File: src/rtl/reset_sequencer_pkg.sv
// Shared types and helpers for reset/clock-control blocks.
// Provides the sequencer FSM state encoding plus constant-width helpers.
package reset_sequencer_pkg;

    typedef enum logic [1:0] {
        ST_HOLD    = 2'd0,
        ST_STRETCH = 2'd1,
        ST_RELEASE = 2'd2,
        ST_DONE    = 2'd3
    } rs_state_e;

    function automatic int unsigned max_u(
        input int unsigned a,
        input int unsigned b
    );
        return (a > b) ? a : b;
    endfunction

    // Bits needed to hold values 0..v-1 (minimum 1 bit).
    function automatic int unsigned clog2_u(input int unsigned v);
        int unsigned r;
        r = 0;
        for (int i = 0; i < 32; i++) begin
            if ((64'(1) << i) < 64'(v)) begin
                r = i + 1;
            end
        end
        return (r == 0) ? 1 : r;
    endfunction

endpackage

File: src/rtl/reset_sequencer_sync_chain.sv
// Async-assert, sync-deassert shift chain of 1s.
// Ports: clk, rst_n (async active-low), sync_n (synchronized release).
module reset_sync_chain #(
    parameter int unsigned STAGES = 2
) (
    input  logic clk,
    input  logic rst_n,
    output logic sync_n
);

    logic [STAGES-1:0] chain_q;
    logic [STAGES-1:0] chain_d;

    always_comb begin
        chain_d    = chain_q;
        chain_d[0] = 1'b1;
        for (int i = 1; i < STAGES; i++) begin
            chain_d[i] = chain_q[i-1];
        end
    end

    always_ff @(posedge clk or negedge rst_n) begin
        if (!rst_n) begin
            chain_q <= '0;
        end else begin
            chain_q <= chain_d;
        end
    end

    assign sync_n = chain_q[STAGES-1];

endmodule

File: src/rtl/reset_sequencer.sv
// Multi-domain reset sequencer: synchronizes reset_async_n, stretches it,
// then releases reset_sync_n[0..N-1] in order, RELEASE_GAP cycles apart.
// Ports: clk_sync, reset_async_n, soft_reset_req -> reset_sync_n, reset_done.
module reset_sequencer
    import reset_sequencer_pkg::*;
#(
    parameter int unsigned SYNC_STAGES    = 2,
    parameter int unsigned NUM_DOMAINS    = 4,
    parameter int unsigned STRETCH_CYCLES = 16,
    parameter int unsigned RELEASE_GAP    = 8
) (
    input  logic                   clk_sync,
    input  logic                   reset_async_n,
    input  logic                   soft_reset_req,
    output logic [NUM_DOMAINS-1:0] reset_sync_n,
    output logic                   reset_done
);

    localparam int unsigned CW =
        clog2_u(max_u(STRETCH_CYCLES, RELEASE_GAP) + 1);
    localparam int unsigned IW = clog2_u(NUM_DOMAINS + 1);

    logic                   armed_n;
    logic                   release_next;
    rs_state_e              state_q, state_d;
    logic [CW-1:0]          cnt_q, cnt_d;
    logic [IW-1:0]          idx_q, idx_d;
    logic [NUM_DOMAINS-1:0] rst_q, rst_d;
    logic                   done_q, done_d;

    // The HOLD->STRETCH state flop is the final synchronizer stage, so the
    // chain itself is one flop shorter than SYNC_STAGES.
    reset_sync_chain #(
        .STAGES (SYNC_STAGES - 1)
    ) u_chain (
        .clk    (clk_sync),
        .rst_n  (reset_async_n),
        .sync_n (armed_n)
    );

    always_comb begin
        state_d      = state_q;
        cnt_d        = cnt_q;
        idx_d        = idx_q;
        rst_d        = rst_q;
        done_d       = done_q;
        release_next = 1'b0;

        unique case (state_q)
            ST_HOLD: begin
                rst_d  = '0;
                done_d = 1'b0;
                cnt_d  = '0;
                idx_d  = '0;
                if (armed_n) begin
                    state_d = ST_STRETCH;
                end
            end
            ST_STRETCH: begin
                if (cnt_q == CW'(STRETCH_CYCLES - 1)) begin
                    release_next = 1'b1;
                end else begin
                    cnt_d = cnt_q + CW'(1);
                end
            end
            ST_RELEASE: begin
                if (cnt_q == CW'(RELEASE_GAP - 1)) begin
                    release_next = 1'b1;
                end else begin
                    cnt_d = cnt_q + CW'(1);
                end
            end
            ST_DONE: begin
            end
            default: begin
                state_d = ST_HOLD;
            end
        endcase

        // Domains release in order, so the output is a thermometer code.
        if (release_next) begin
            rst_d = (rst_q << 1) | NUM_DOMAINS'(1);
            idx_d = idx_q + IW'(1);
            cnt_d = '0;
            if (idx_q == IW'(NUM_DOMAINS - 1)) begin
                state_d = ST_DONE;
                done_d  = 1'b1;
            end else begin
                state_d = ST_RELEASE;
            end
        end

        // Soft request restarts the stretch; the chain is left alone.
        if (soft_reset_req && (state_q != ST_HOLD)) begin
            rst_d   = '0;
            done_d  = 1'b0;
            cnt_d   = '0;
            idx_d   = '0;
            state_d = ST_STRETCH;
        end
    end

    always_ff @(posedge clk_sync or negedge reset_async_n) begin
        if (!reset_async_n) begin
            state_q <= ST_HOLD;
            cnt_q   <= '0;
            idx_q   <= '0;
            rst_q   <= '0;
            done_q  <= 1'b0;
        end else begin
            state_q <= state_d;
            cnt_q   <= cnt_d;
            idx_q   <= idx_d;
            rst_q   <= rst_d;
            done_q  <= done_d;
        end
    end

    assign reset_sync_n = rst_q;
    assign reset_done   = done_q;

endmodule

File: config.mk
export PLATFORM = sky130hd
export DESIGN_NAME = reset_sequencer
export DESIGN_NICKNAME = d
export VERILOG_FILES = /design/src/rtl/reset_sequencer_pkg.sv /design/src/rtl/reset_sequencer_sync_chain.sv /design/src/rtl/reset_sequencer.sv
export SDC_FILE = /design/constraint.sdc
export NUM_CORES = 1
export LEC_CHECK = 0
export ABC_AREA = 0
export CORE_MARGIN = 2
export CORE_UTILIZATION = 30
export DETAILED_ROUTE_END_ITERATION = 6
export PLACE_DENSITY = 0.45
export SETUP_SLACK_MARGIN = 0.2
export SKIP_LAST_GASP = 1
export SYNTH_ARGS = -nofsm -noshare
export SYNTH_HDL_FRONTEND = slang
export SYNTH_HIERARCHICAL = 1
export SYNTH_SLANG_ARGS = --single-unit
File: constraint.sdc
create_clock -name clk_sync -period 5.4 [get_ports clk_sync]
set_clock_uncertainty 0.15 [all_clocks]
set_input_delay 1.08 -clock clk_sync [delete_from_list [all_inputs] [get_ports clk_sync]]
set_output_delay 1.08 -clock clk_sync [all_outputs]
set_load 0.05 [all_outputs]
==> flow_metrics.py <==
metrics = {
    "sta": {
        "max_freq_mhz": 367,
        "timing.slew.headroom": 0.525,
        "fin_crit_ns": 2.72,
        "worst_pin_slew_ns": 0.711,
        "setup_viol": 0,
        "finalHoldViolations": 0,
        "setup_tns_ns": 0,
        "slew_violations": 0,
        "setup_slack_ns": 2.68,
        "rsz0062_at_grt": "false",
        "fin_crit_sh": 0.505,
    },
    "floorplan": {
        "die_y_um": 57.6,
        "start_util": 0.315,
        "die_x_um": 57.6,
        "num_rows": 19,
        "dieArea_um2": 3310,
        "core_um2": 2730,
        "io_pins": 8,
    },
    "route": {
        "drc": 0,
        "ant_nets": 0,
        "vias": 640,
        "first_pass_iters": 4,
        "drt_wl_total_um": 1690,
        "wl_per_cell_um": 13.5,
        "vias_per_cell": 5.12,
        "drt_iter0_markers": 12,
    },
    "critical_path": {
        "critPathKind": "reg2out",
        "cp.arrival_ns": 1.49,
        "cpMaxStageDelayCell": "clkdlybuf4s50_1",
        "path_buf_inv": 1,
        "worst_setup_path_start_kind": "flop",
        "crit_chain": "clkdlybuf4s50_1",
        "worstSetupEndpointType": "output pin",
        "critical_path_required_ns": 4.17,
        "cp_max_fo": 3,
        "critical_path.max_stage_delay_ns": 0.82,
        "cpLargestDelayFamily": "buffers and inverters",
    },
    "cells_and_area": {
        "final_layout_size_suffix_gt1_frac": 0.0957,
        "finalNetCount": 105,
        "num_antenna_cells": 0,
        "area_growth_pct": 15.8,
        "final_cells": 125,
        "fillCellCount": 284,
    },
    "synth": {
        "ys_ff_latch": 16,
        "ys_types": 35,
        "postSynthCellCount": 85,
        "syn_area_per_cell_um2": 10.1,
        "yosys.area.top_type": "dfrtp_1",
        "yosysSeqAreaShare": 0.465,
        "synthesis.nets": 95,
        "synth.area.top_cells": "dfrtp_1 (47%), ha_1 (10%), a22o_1 (5.1%), inv_1 (3.1%), a21oi_1 (2.9%)",
        "ys_warn_count": 6,
        "yosysTopAreaCellShare": 0.465,
        "synth_area_um2": 861,
    },
    "placed_design": {
        "placedCellCount": 121,
        "numPortBuffers": 7,
        "pre_cts_slack_ns": 2.77,
        "place_congestion": 0.745,
        "dp.final_hpwl_um": 1270,
    },
    "clock_network": {
        "clkTransAtPathRegs_ns": 0.09,
        "clock_sinks": 16,
        "cts_tree": "built",
        "clk_latency_ns": 0.29,
        "cts-resized-gates": 0,
        "cts-buffers-inserted": 3,
        "holdBufCountCts": 0,
        "cts.path.max_buffers": 2,
        "postCtsSetupBuffers": 0,
        "cts_max_level": 1,
        "cts-root-buf": "clkbuf_4",
    },
    "grt": {
        "grt_use_met3": 0.0204,
        "grtUsageMet1": 0.175,
        "grt_pass1_wl_um": 3100,
        "antenna_found_initial": 0,
        "grt_max_degree": 17,
        "grt_util_met2": 0.177,
        "grt_pass1_vias": 686,
        "overflow": 0,
        "grt_busiest_layer": "met2",
        "gr-usage-all-layers": 0.122,
    },
    "outcome": {
        "status": "finished, final reports clean",
    },
    "power": {
        "p_comb_frac": 0.055,
        "seqPwrFrac": 0.580,
        "fin_total_pwr_mw": 0.214,
        "cellPowerDensity_nw_per_um2": 215,
        "pwr-share-clk": 0.366,
        "p_int_mw": 0.168,
        "total_leakage_power_nw": 0.458,
        "p_sw_frac": 0.216,
        "switching_power_mw": 0.0463,
        "ir_worst_vdd_v": 0.000122,
    },
    "flow_run": {
        "drv_cap": 0,
    },
    "min_path": {
        "min_path_type": "reg2reg",
    },
}
[logic make-up (layout without fill, tap and decap cells)]
kind of cell	Yosys count	count (layout)	share of synthesized area
muxes	1	1	0.0131
adders and majority gates	7	7	0.102
other	1	1	0.00436
AOI/OAI and AO/OA	23	23	0.186
and+or+nand+nor	28	28	0.189
DFF	16	16	0.465
buffers and inverters	9	18	0.0407
[layout make-up]
type,count,area (um^2),share of cell area
Tap cell,31,38.8,0.0389
Timing Repair Buffer,7,70.1,0.0703
Multi-Input combinational cell,60,425,0.427
Sequential cell,16,400,0.402
Inverter,7,26.3,0.0263
Clock buffer,4,36.3,0.0364
[cell usage after synthesis (all sizes together)]
library cell / number
and2b: 1
mux2: 1
nand4bb: 1
o211ai: 1
nor3: 3
nand4: 1
dfrtp: 16
nand2: 5
a21o: 1
and2: 1
a31oi: 1
nor2: 4
nand2b: 2
a22o: 5
a22oi: 1
nand3b: 1
o21ai: 5
and3: 1
or4: 2
a21oi: 6
inv: 7
a211oi: 1
conb: 1
clkbuf: 1
o21a: 1
ha: 7
buf: 1
o31a: 1
nand3: 4
or2: 2
[placed cells by master (no fill, tap or decap), types with 3 or more instances in the layout]
cell / count
dfrtp_1: 16
clkdlybuf4s50_1: 7
nand3_1: 4
ha_1: 7
o21ai_1: 3
inv_1: 7
nor2_1: 4
a22o_1: 5
a21oi_1: 5
nand2_1: 5
clkbuf_4: 3
[final timing paths]
path,cells after the start,to,startpoint,slack (ns)
worst max-delay path,1,reset_sync_n[2],reset_sync_n[2],2.68
worst min-delay path,1,reset_sync_n[3],reset_sync_n[3],0.36
worst max register to register,7,cnt_q[0],cnt_q[0],3.08
worst min register to register,1,reset_sync_n[3],reset_sync_n[3],0.36
max in group asynchronous,1,cnt_q[2],reset_async_n,3.58
min in group asynchronous,1,reset_done,reset_async_n,1.06
[flip-flops by register name, summed over array words and instances (netlist names)]
| name | flops |
|---|---|
| cnt_q | 5 |
| reset_sync_n | 4 |
| idx_q | 3 |
| state_q | 2 |
| reset_done | 1 |
| u_chain/sync_n | 1 |
[per-stage QoR]
stage / area (um^2) / hold slack [ns] / utilization
3_5_place_dp: 961 / 0.331 / 0.351
2_1_floorplan: 861 / 0.316 / -
6_report: 997 / 0.360 / 0.365
3_3_place_gp: 961 / 0.334 / 0.351
5_1_grt: 997 / 0.403 / 0.365
4_1_cts: 997 / 0.364 / 0.365
[routing by layer]
| metal | vias to the layer above | wire length (um) |
|---|---|---|
| met5 | - | 0 |
| met4 | 0 | 29 |
| met3 | 4 | 50 |
| met2 | 9 | 758 |
| met1 | 309 | 849 |
| li1 | 318 | - |
[power by group through the flow]
stage	combinational, mW	sequential (mW)	clock, mW
floorplan	0.00641	0.126	0
global placement	0.0119	0.126	0
detailed placement	0.0121	0.126	0
CTS	0.0122	0.124	0.0833
global route	0.0134	0.125	0.0884
finish	0.0117	0.124	0.0783
Power figures use the tool's default switching activity.
